`src/rtl/wb_stage.sv`:
```
// Writeback stage: extends load data, arbitrates LSU/ALU results through a one-entry
// holding buffer and registers the register-file write. Optional bypass port: WB_FWD_EN.
module wb_stage #(
  parameter int XLEN = 32,
  parameter int AW   = 5
) (
  input  logic            clk,
  input  logic            rst_n,
  input  logic            flush,
  input  logic            alu_valid,
  output logic            alu_ready,
  input  logic [AW-1:0]   alu_rd_addr,
  input  logic [XLEN-1:0] alu_data,
  input  logic            lsu_valid,
  output logic            lsu_ready,
  input  logic [AW-1:0]   lsu_rd_addr,
  input  logic [XLEN-1:0] lsu_data,
  input  logic [2:0]      lsu_funct3,
  input  logic [1:0]      lsu_byte_off,
  output logic [XLEN-1:0] rd,
  output logic [AW-1:0]   rd_addr,
  output logic            w_en,
  output logic            load_err,
  output logic            fwd_valid,
  output logic [AW-1:0]   fwd_addr,
  output logic [XLEN-1:0] fwd_data
);

  localparam logic [2:0] F3_LB  = 3'b000;
  localparam logic [2:0] F3_LH  = 3'b001;
  localparam logic [2:0] F3_LW  = 3'b010;
  localparam logic [2:0] F3_LBU = 3'b100;
  localparam logic [2:0] F3_LHU = 3'b101;

  logic            hold_valid_reg, hold_valid_next;
  logic [AW-1:0]   hold_addr_reg, hold_addr_next;
  logic [XLEN-1:0] hold_data_reg, hold_data_next;
  logic            w_en_reg, w_en_next;
  logic [AW-1:0]   rd_addr_reg, rd_addr_next;
  logic [XLEN-1:0] rd_reg, rd_next;
  logic            load_err_reg, load_err_next;

  logic [7:0]      byte_lane [4];
  logic [15:0]     half_lane [2];
  logic [7:0]      sel_byte;
  logic [15:0]     sel_half;
  logic [XLEN-1:0] load_ext;
  logic            load_bad;

  logic            sel_valid;
  logic            sel_bad;
  logic [AW-1:0]   sel_addr;
  logic [XLEN-1:0] sel_data;

  genvar gi;
  generate
    for (gi = 0; gi < 4; gi++) begin : g_byte
      assign byte_lane[gi] = lsu_data[8*gi +: 8];
    end
    for (gi = 0; gi < 2; gi++) begin : g_half
      assign half_lane[gi] = lsu_data[16*gi +: 16];
    end
  endgenerate

  assign sel_byte = byte_lane[lsu_byte_off];
  assign sel_half = half_lane[lsu_byte_off[1]];

  always_comb begin
    load_ext = '0;
    load_bad = 1'b0;
    case (lsu_funct3)
      F3_LB:   load_ext = {{(XLEN-8){sel_byte[7]}}, sel_byte};
      F3_LBU:  load_ext = {{(XLEN-8){1'b0}}, sel_byte};
      F3_LH:   load_ext = {{(XLEN-16){sel_half[15]}}, sel_half};
      F3_LHU:  load_ext = {{(XLEN-16){1'b0}}, sel_half};
      F3_LW:   load_ext = lsu_data;
      default: load_bad = 1'b1;
    endcase
  end

  // Any buffered entry blocks both sources until it has drained.
  assign alu_ready = !hold_valid_reg;
  assign lsu_ready = !hold_valid_reg;

  always_comb begin
    hold_valid_next = hold_valid_reg;
    hold_addr_next  = hold_addr_reg;
    hold_data_next  = hold_data_reg;
    sel_valid       = 1'b0;
    sel_bad         = 1'b0;
    sel_addr        = '0;
    sel_data        = '0;

    if (hold_valid_reg) begin
      sel_valid       = 1'b1;
      sel_addr        = hold_addr_reg;
      sel_data        = hold_data_reg;
      hold_valid_next = 1'b0;
    end else if (lsu_valid) begin
      sel_valid = 1'b1;
      sel_bad   = load_bad;
      sel_addr  = lsu_rd_addr;
      sel_data  = load_ext;
      if (alu_valid) begin
        hold_valid_next = 1'b1;
        hold_addr_next  = alu_rd_addr;
        hold_data_next  = alu_data;
      end
    end else if (alu_valid) begin
      sel_valid = 1'b1;
      sel_addr  = alu_rd_addr;
      sel_data  = alu_data;
    end

    // Flush still lets the handshakes complete but throws the results away.
    if (flush) begin
      hold_valid_next = 1'b0;
      sel_valid       = 1'b0;
    end
  end

  always_comb begin
    w_en_next     = 1'b0;
    rd_addr_next  = '0;
    rd_next       = '0;
    load_err_next = 1'b0;
    if (sel_valid) begin
      if (sel_bad) begin
        load_err_next = 1'b1;
      end else if (sel_addr != '0) begin
        w_en_next    = 1'b1;
        rd_addr_next = sel_addr;
        rd_next      = sel_data;
      end
    end
  end

  always_ff @(posedge clk or negedge rst_n) begin
    if (!rst_n) begin
      hold_valid_reg <= 1'b0;
      hold_addr_reg  <= '0;
      hold_data_reg  <= '0;
      w_en_reg       <= 1'b0;
      rd_addr_reg    <= '0;
      rd_reg         <= '0;
      load_err_reg   <= 1'b0;
    end else begin
      hold_valid_reg <= hold_valid_next;
      hold_addr_reg  <= hold_addr_next;
      hold_data_reg  <= hold_data_next;
      w_en_reg       <= w_en_next;
      rd_addr_reg    <= rd_addr_next;
      rd_reg         <= rd_next;
      load_err_reg   <= load_err_next;
    end
  end

  assign w_en     = w_en_reg;
  assign rd_addr  = rd_addr_reg;
  assign rd       = rd_reg;
  assign load_err = load_err_reg;

`ifdef WB_FWD_EN
  assign fwd_valid = w_en_reg && (rd_addr_reg != '0);
  assign fwd_addr  = rd_addr_reg;
  assign fwd_data  = rd_reg;
`else
  assign fwd_valid = 1'b0;
  assign fwd_addr  = '0;
  assign fwd_data  = '0;
`endif

endmodule

```
`config.mk`:
```
export PLATFORM = sky130hd
export DESIGN_NAME = wb_stage
export DESIGN_NICKNAME = d
export VERILOG_FILES = /design/src/rtl/wb_stage.sv
export SDC_FILE = /design/constraint.sdc
export NUM_CORES = 1
export LEC_CHECK = 0
export BUFFER_PORTS_ARGS = -buffer_cell sky130_fd_sc_hd__buf_2
export CAP_MARGIN = 20
export CORE_MARGIN = 3
export CORE_UTILIZATION = 45
export DETAILED_ROUTE_END_ITERATION = 8
export PLACE_DENSITY = 0.83
export SLEW_MARGIN = 0
export SYNTH_ARGS = -nofsm -noshare
export SYNTH_HDL_FRONTEND = slang
export SYNTH_SLANG_ARGS = --single-unit
```
`constraint.sdc`:
```
create_clock -name clk -period 1.6 [get_ports clk]
set_input_delay 0.24 -clock clk [delete_from_list [all_inputs] [get_ports clk]]
set_output_delay 0.24 -clock clk [all_outputs]
set_load 0.005 [all_outputs]
```
* Yosys cells after proc, flatten, opt, wreduce, memory -nomap -nowiden
Cells that the tools add are included.
Storage, ports and cells: word-level logic and storage cells 55, output and inout port bits 79, bits in registers 77, bits of input ports 84
Operators by class: equal/unequal tests 4, magnitude comparators 2, bitwise operators 3, muxes and demuxes 34, reductions and logical operators 5
Operators with widths (number):
- two-way mux 32 bit | 6
- one-hot mux 32 bit (5 select lines) | 1
- two-way mux 16 bit | 3
- two-way mux 5 bit | 6
- binary-select mux 8 bit (select 2 bit) | 1
- two-way mux 8 bit | 2
- two-way mux 1 bit | 15
- equality test 3 bit (second input constant) | 2
- nonzero test 5 bit | 1
- OR reduction 5 bit | 1
- equality test 3 x 1 -> 1 bit (second input constant) | 1
- equality test 3 x 2 -> 1 bit (second input constant) | 1
- greater-or-equal comparator 3 bit (second input constant) | 1
- logical NOT 3 bit | 1
- inverter 2 -> 3 bit | 1
- AND reduction 3 bit | 1
- greater-or-equal comparator 2 bit (second input constant) | 1
- inverter 1 -> 2 bit | 1
- logical NOT 1 bit | 1
- inverter 1 bit | 1

* Longest topological paths before layout
depth after elaboration 10, gate-level depth with buffers 8, gate-level depth less buffers 5

* Worst setup path after synthesis
No wires, ideal clock.
path type input to register, from in lsu_byte_off[1], to reg rd_reg[11] (netlist: rd[11]), setup slack -0.041 ns, buffers on the path 2, library setup time 0.127 ns, stages 7, required time 1.473 ns, arrival 1.514 ns, cell sequence clkbuf_4 -> buf_2 -> mux2_2 -> a22oi_1 -> a21oi_1 -> a211oi_1 -> nor3_2
On the way: cells in the longest elaborated chain, start to end 10, elaborated cells on any way between the ends 14, those cells by class mux: 12; bitwise: 2
Ends and longest elaborated chain:
- start, declared | line 19 | input logic [1:0] lsu_byte_off,
- inverter 2 -> 3 bit (not written as such) / inverter 1 -> 2 bit (equally long branches) | line 65, 66
- binary-select mux 8 bit (select 2 bit) / two-way mux 16 bit (equally long branches) | line 65, 66
- two-way mux 8 bit (not written as such) / two-way mux 16 bit (equally long branches) (2 in a row) | line 65, 66
- one-hot mux 32 bit (5 select lines) (*) | line 71 | case (lsu_funct3)
- two-way mux 32 bit (*) | line 99 | end else if (lsu_valid) begin
- two-way mux 32 bit (*) | line 94 | if (hold_valid_reg) begin
- two-way mux 32 bit (*) | line 130 | end else if (sel_addr != '0) begin
- two-way mux 32 bit (*) | line 128 | if (sel_bad) begin
- two-way mux 32 bit (*) | line 127 | if (sel_valid) begin
- named net rd_next[11] | line 40 | logic [XLEN-1:0] rd_reg, rd_next;
- end signal, assigned | line 153 | rd_reg <= rd_next;
- end, declared | line 40
Mark *: on every way through the listed nets, which the timed path passes. The rest lies on a longest branch. The select of a mux whose other input is x is not followed. A chain may end at the register's enable or synchronous reset.

* Final worst setup path
from reg hold_valid_reg, to reg hold_data_reg[24]
On the way: cells in the longest elaborated chain, start to end 2
Ends and longest elaborated chain:
- start, declared | line 35 | logic hold_valid_reg, hold_valid_next;
- start signal, assigned | line 148 | hold_valid_reg <= hold_valid_next;
- inverter 1 bit (no source line)
- AND reduction 3 bit (no source line)
- end signal, assigned | line 150 | hold_data_reg <= hold_data_next;
- end, declared | line 37 | logic [XLEN-1:0] hold_data_reg, hold_data_next;
No other way between the ends.

==> reports/qor.csv <==
stage,metric,value,unit
status,status,"finished, violations left",
status,violations,negative setup slack,
power,p_sw,1380,uW
global_route,grtUsageTotal,22.4,%
floorplan,initial_core_util,47.2,%
synth,netlist.area_leader.share,43.3,%
placement,place_ws,-0.216,ns
synth,synth.avg_cell_area,10.6,um^2
synth,ys_async_sr_fraction,100,%
synth,synth_warnings,0,
global_route,first_global_vias,3909,
clocking,clk_latency,0.36,ns
route,maxUsedRoutingLayer,met5,
setup_path,regToRegSetupSlack,-0.04,ns
route,routed-wl-met3,990,um
synth,syn_inst,420,
synth,synth_edf_count,0,
clocking,clock_path_buffers,2,
floorplan,rows,35,
setup_path,cp-start-kind,flip-flop,
sta,worst_pin_slew,0.680,ns
worst_hold_path,min_to,hold_valid_reg,
power,vdd_drop_max,0.386,mV
finish,layout-drive-gt1-share,45.9,%
floorplan,core,0.00942,mm^2
route,m1WireLength,4890,um
clocking,numCtsBuffers,9,
route,wl_met2,6250,um
worst_hold_path,hp-class,in2reg,
power,p_sw_share,29.1,%
placement,dpl_cell_area,0.00526,mm^2
setup_path,cp_max_fo,19,
synth,syn_area,0.00445,mm^2
floorplan,fp.dieW,105,um
power,leakagePower,0.00264,uW
route,postRouteAntennaNets,0,
worst_hold_path,min_from,flush,
global_route,antenna_found_initial,1,
placement,dp_hpwl,9340,um
floorplan,io_pins,163,
placement,dp_cells,676,
floorplan,dieArea,0.0111,mm^2
sta,drv_slew,0,
flow_run,maxCapViolations,0,
setup_path,critPathSlowestCell,dfrtp_2,
route,drt_iter0_drc,201,
sta,holdWs,0.0615,ns
setup_path,cp_top_family,buffers and inverters,
clocking,cts_tree,yes,
clocking,cts_root_buffer,clkbuf_8,
sta,setup_viol,37,
setup_path,arrival,1.88,ns
finish,fin_nets,645,
route,wirelength,12500,um
sta,finalSetupTns,-0.755,ns
finish,layout_common_cells,"123 x buf_2, 76 x dfrtp_1, 45 x mux2_2, 38 x conb_1, 33 x a21oi_1",
setup_path,cp.required,1.84,ns
route,dr_total_vias,3714,
finish,antenna_cells,0,
sta,finalHoldViolCount,0,
setup_path,criticalPathCategory,reg2reg,
power,power_frac_clock,30.6,%
worst_hold_path,hold_depth,2,
sta,skew,0.0104,ns
power,combPwrFrac,22.1,%
placement,place_congestion,0.887,
clocking,cts_htree_levels,3,
power,p_int,3370,uW
setup_path,critPathBufInv,3,
finish,stdcell_count,695,
synth,synth-seq-cells,77,
synth,synth_area_leader_cell,dfrtp_1,
synth,ys_types,46,
setup_path,reg2reg_depth,5,
setup_path,r2r_end,hold_data_reg[24],
sta,fin_ws,-0.0428,ns
synth,synth.top_cells.by_area,"dfrtp_1 43%, mux2_2 11%, buf_4 6.9%",
sta,slew_headroom,54.6,%
clocking,cts.sinks,77,
finish,area_growth,23.9,%
sta,fmax,609,MHz
global_route,grt_max_degree,53,
synth,synthFlopType,dfrtp_1,
placement,numPortBuffers,124,
power,power_density,862,mW/mm^2
setup_path,critPathCaptureType,flip-flop,
route,via_per_inst,5.34,
route,drtPass1Iterations,4,
global_route,grt_pass1_wl,19600,um
sta,rsz0062_at_grt,true,
setup_path,slowest_delay,0.46,ns
synth,ys_seq_area_share,43.3,%
route,drcViolationCount,0,
clocking,clk_pin_slew,0.08,ns
sta,finalCriticalPeriod,1.64,ns
finish,mostFrequentLayoutCell,buf_2,
floorplan,die_y,105,um
route,wire_per_inst,17.9,um
sta,timing.final.crit_share,103,%
setup_path,worstPathCellList,clkinv_2 -> buf_4 -> nand3_2 -> buf_12 -> mux2_2,
global_route,grt.overflow.total,0,
finish,stdcell_area,0.00551,mm^2
setup_path,reg2reg_from,hold_valid_reg,
power,power_frac_seq,47.3,%
==> metal layers <==
layer  up-vias  track usage [%]
met1      1803             26.9
li1       1710                -
met2       170             37.2
met4         2             9.37
met5         -                0
met3        29             7.10
==> power by group through the flow <==
stage / logic (uW) / clock network [uW] / registers (uW)
finish: 1050 / 1450 / 2250
global placement: 984 / 0 / 2270
floorplan: 671 / 0 / 2260
CTS: 1040 / 1480 / 2240
detailed placement: 1030 / 0 / 2280
global route: 1150 / 1570 / 2270
==> final cells by class <==
class / count / area, um^2
Fill cell: 806 / 3900
Clock inverter: 6 / 63.8
Tap cell: 129 / 161
Timing Repair Buffer: 162 / 997
Inverter: 21 / 80.1
Multi-Input combinational cell: 290 / 2150
Clock buffer: 10 / 128
Sequential cell: 77 / 1930
==> how the worst max path moves through the flow <==
stage               startpoint                 to  slack, ns  cells after the start
2_1_floorplan   hold_valid_reg             rd[20]       0.02                      7
5_1_grt         hold_valid_reg  hold_data_reg[15]      -0.10                      5
4_1_cts         hold_valid_reg              rd[2]     -0.008                      6
3_5_place_dp     lsu_funct3[0]             rd[23]      -0.22                      7
6_report        hold_valid_reg  hold_data_reg[24]      -0.04                      5
3_3_place_gp   lsu_byte_off[1]             rd[29]      -0.19                      6
==> Yosys cell counts (3+ instances only) <==
library cell / number
dfrtp_1: 77
a21o_1: 16
inv_1: 20
a22oi_1: 8
nand3b_1: 6
mux2i_1: 8
buf_4: 41
mux2_2: 45
nand2_1: 21
o21ai_0: 4
nor2b_1: 7
nand3_1: 3
clkbuf_1: 13
a221oi_2: 16
a221oi_1: 8
nor3_2: 7
a211oi_1: 8
buf_6: 4
buf_2: 10
nor2_1: 23
a22o_1: 3
a21oi_1: 33
a221o_1: 3
nor3_1: 7
o2bb2ai_1: 4
==> logic make-up after synthesis <==
family / Yosys count / synth area share, %
AOI/OAI and AO/OA: 110 / 20.3
buffers and inverters: 90 / 12.1
DFF: 77 / 43.3
muxes: 53 / 13.2
other: 1 / 0.0843
and+or+nand+nor: 89 / 11.0
==> what timing repair did <==
action                     4_1_cts  5_1_grt
setup endpoints to repair       51       72
gates cloned                     0        0
resized for setup                1        6
hold endpoints to repair        36        0
hold buffers                     1        0
setup buffers                    1        1
==> stage by stage <==
stage	util, %	power (uW)
2_1_floorplan	-	2930
3_3_place_gp	55.9	3250
3_5_place_dp	55.9	3310
4_1_cts	58.1	4760
5_1_grt	58.5	4990
6_report	58.5	4750
Power figures use the tool's default switching activity.
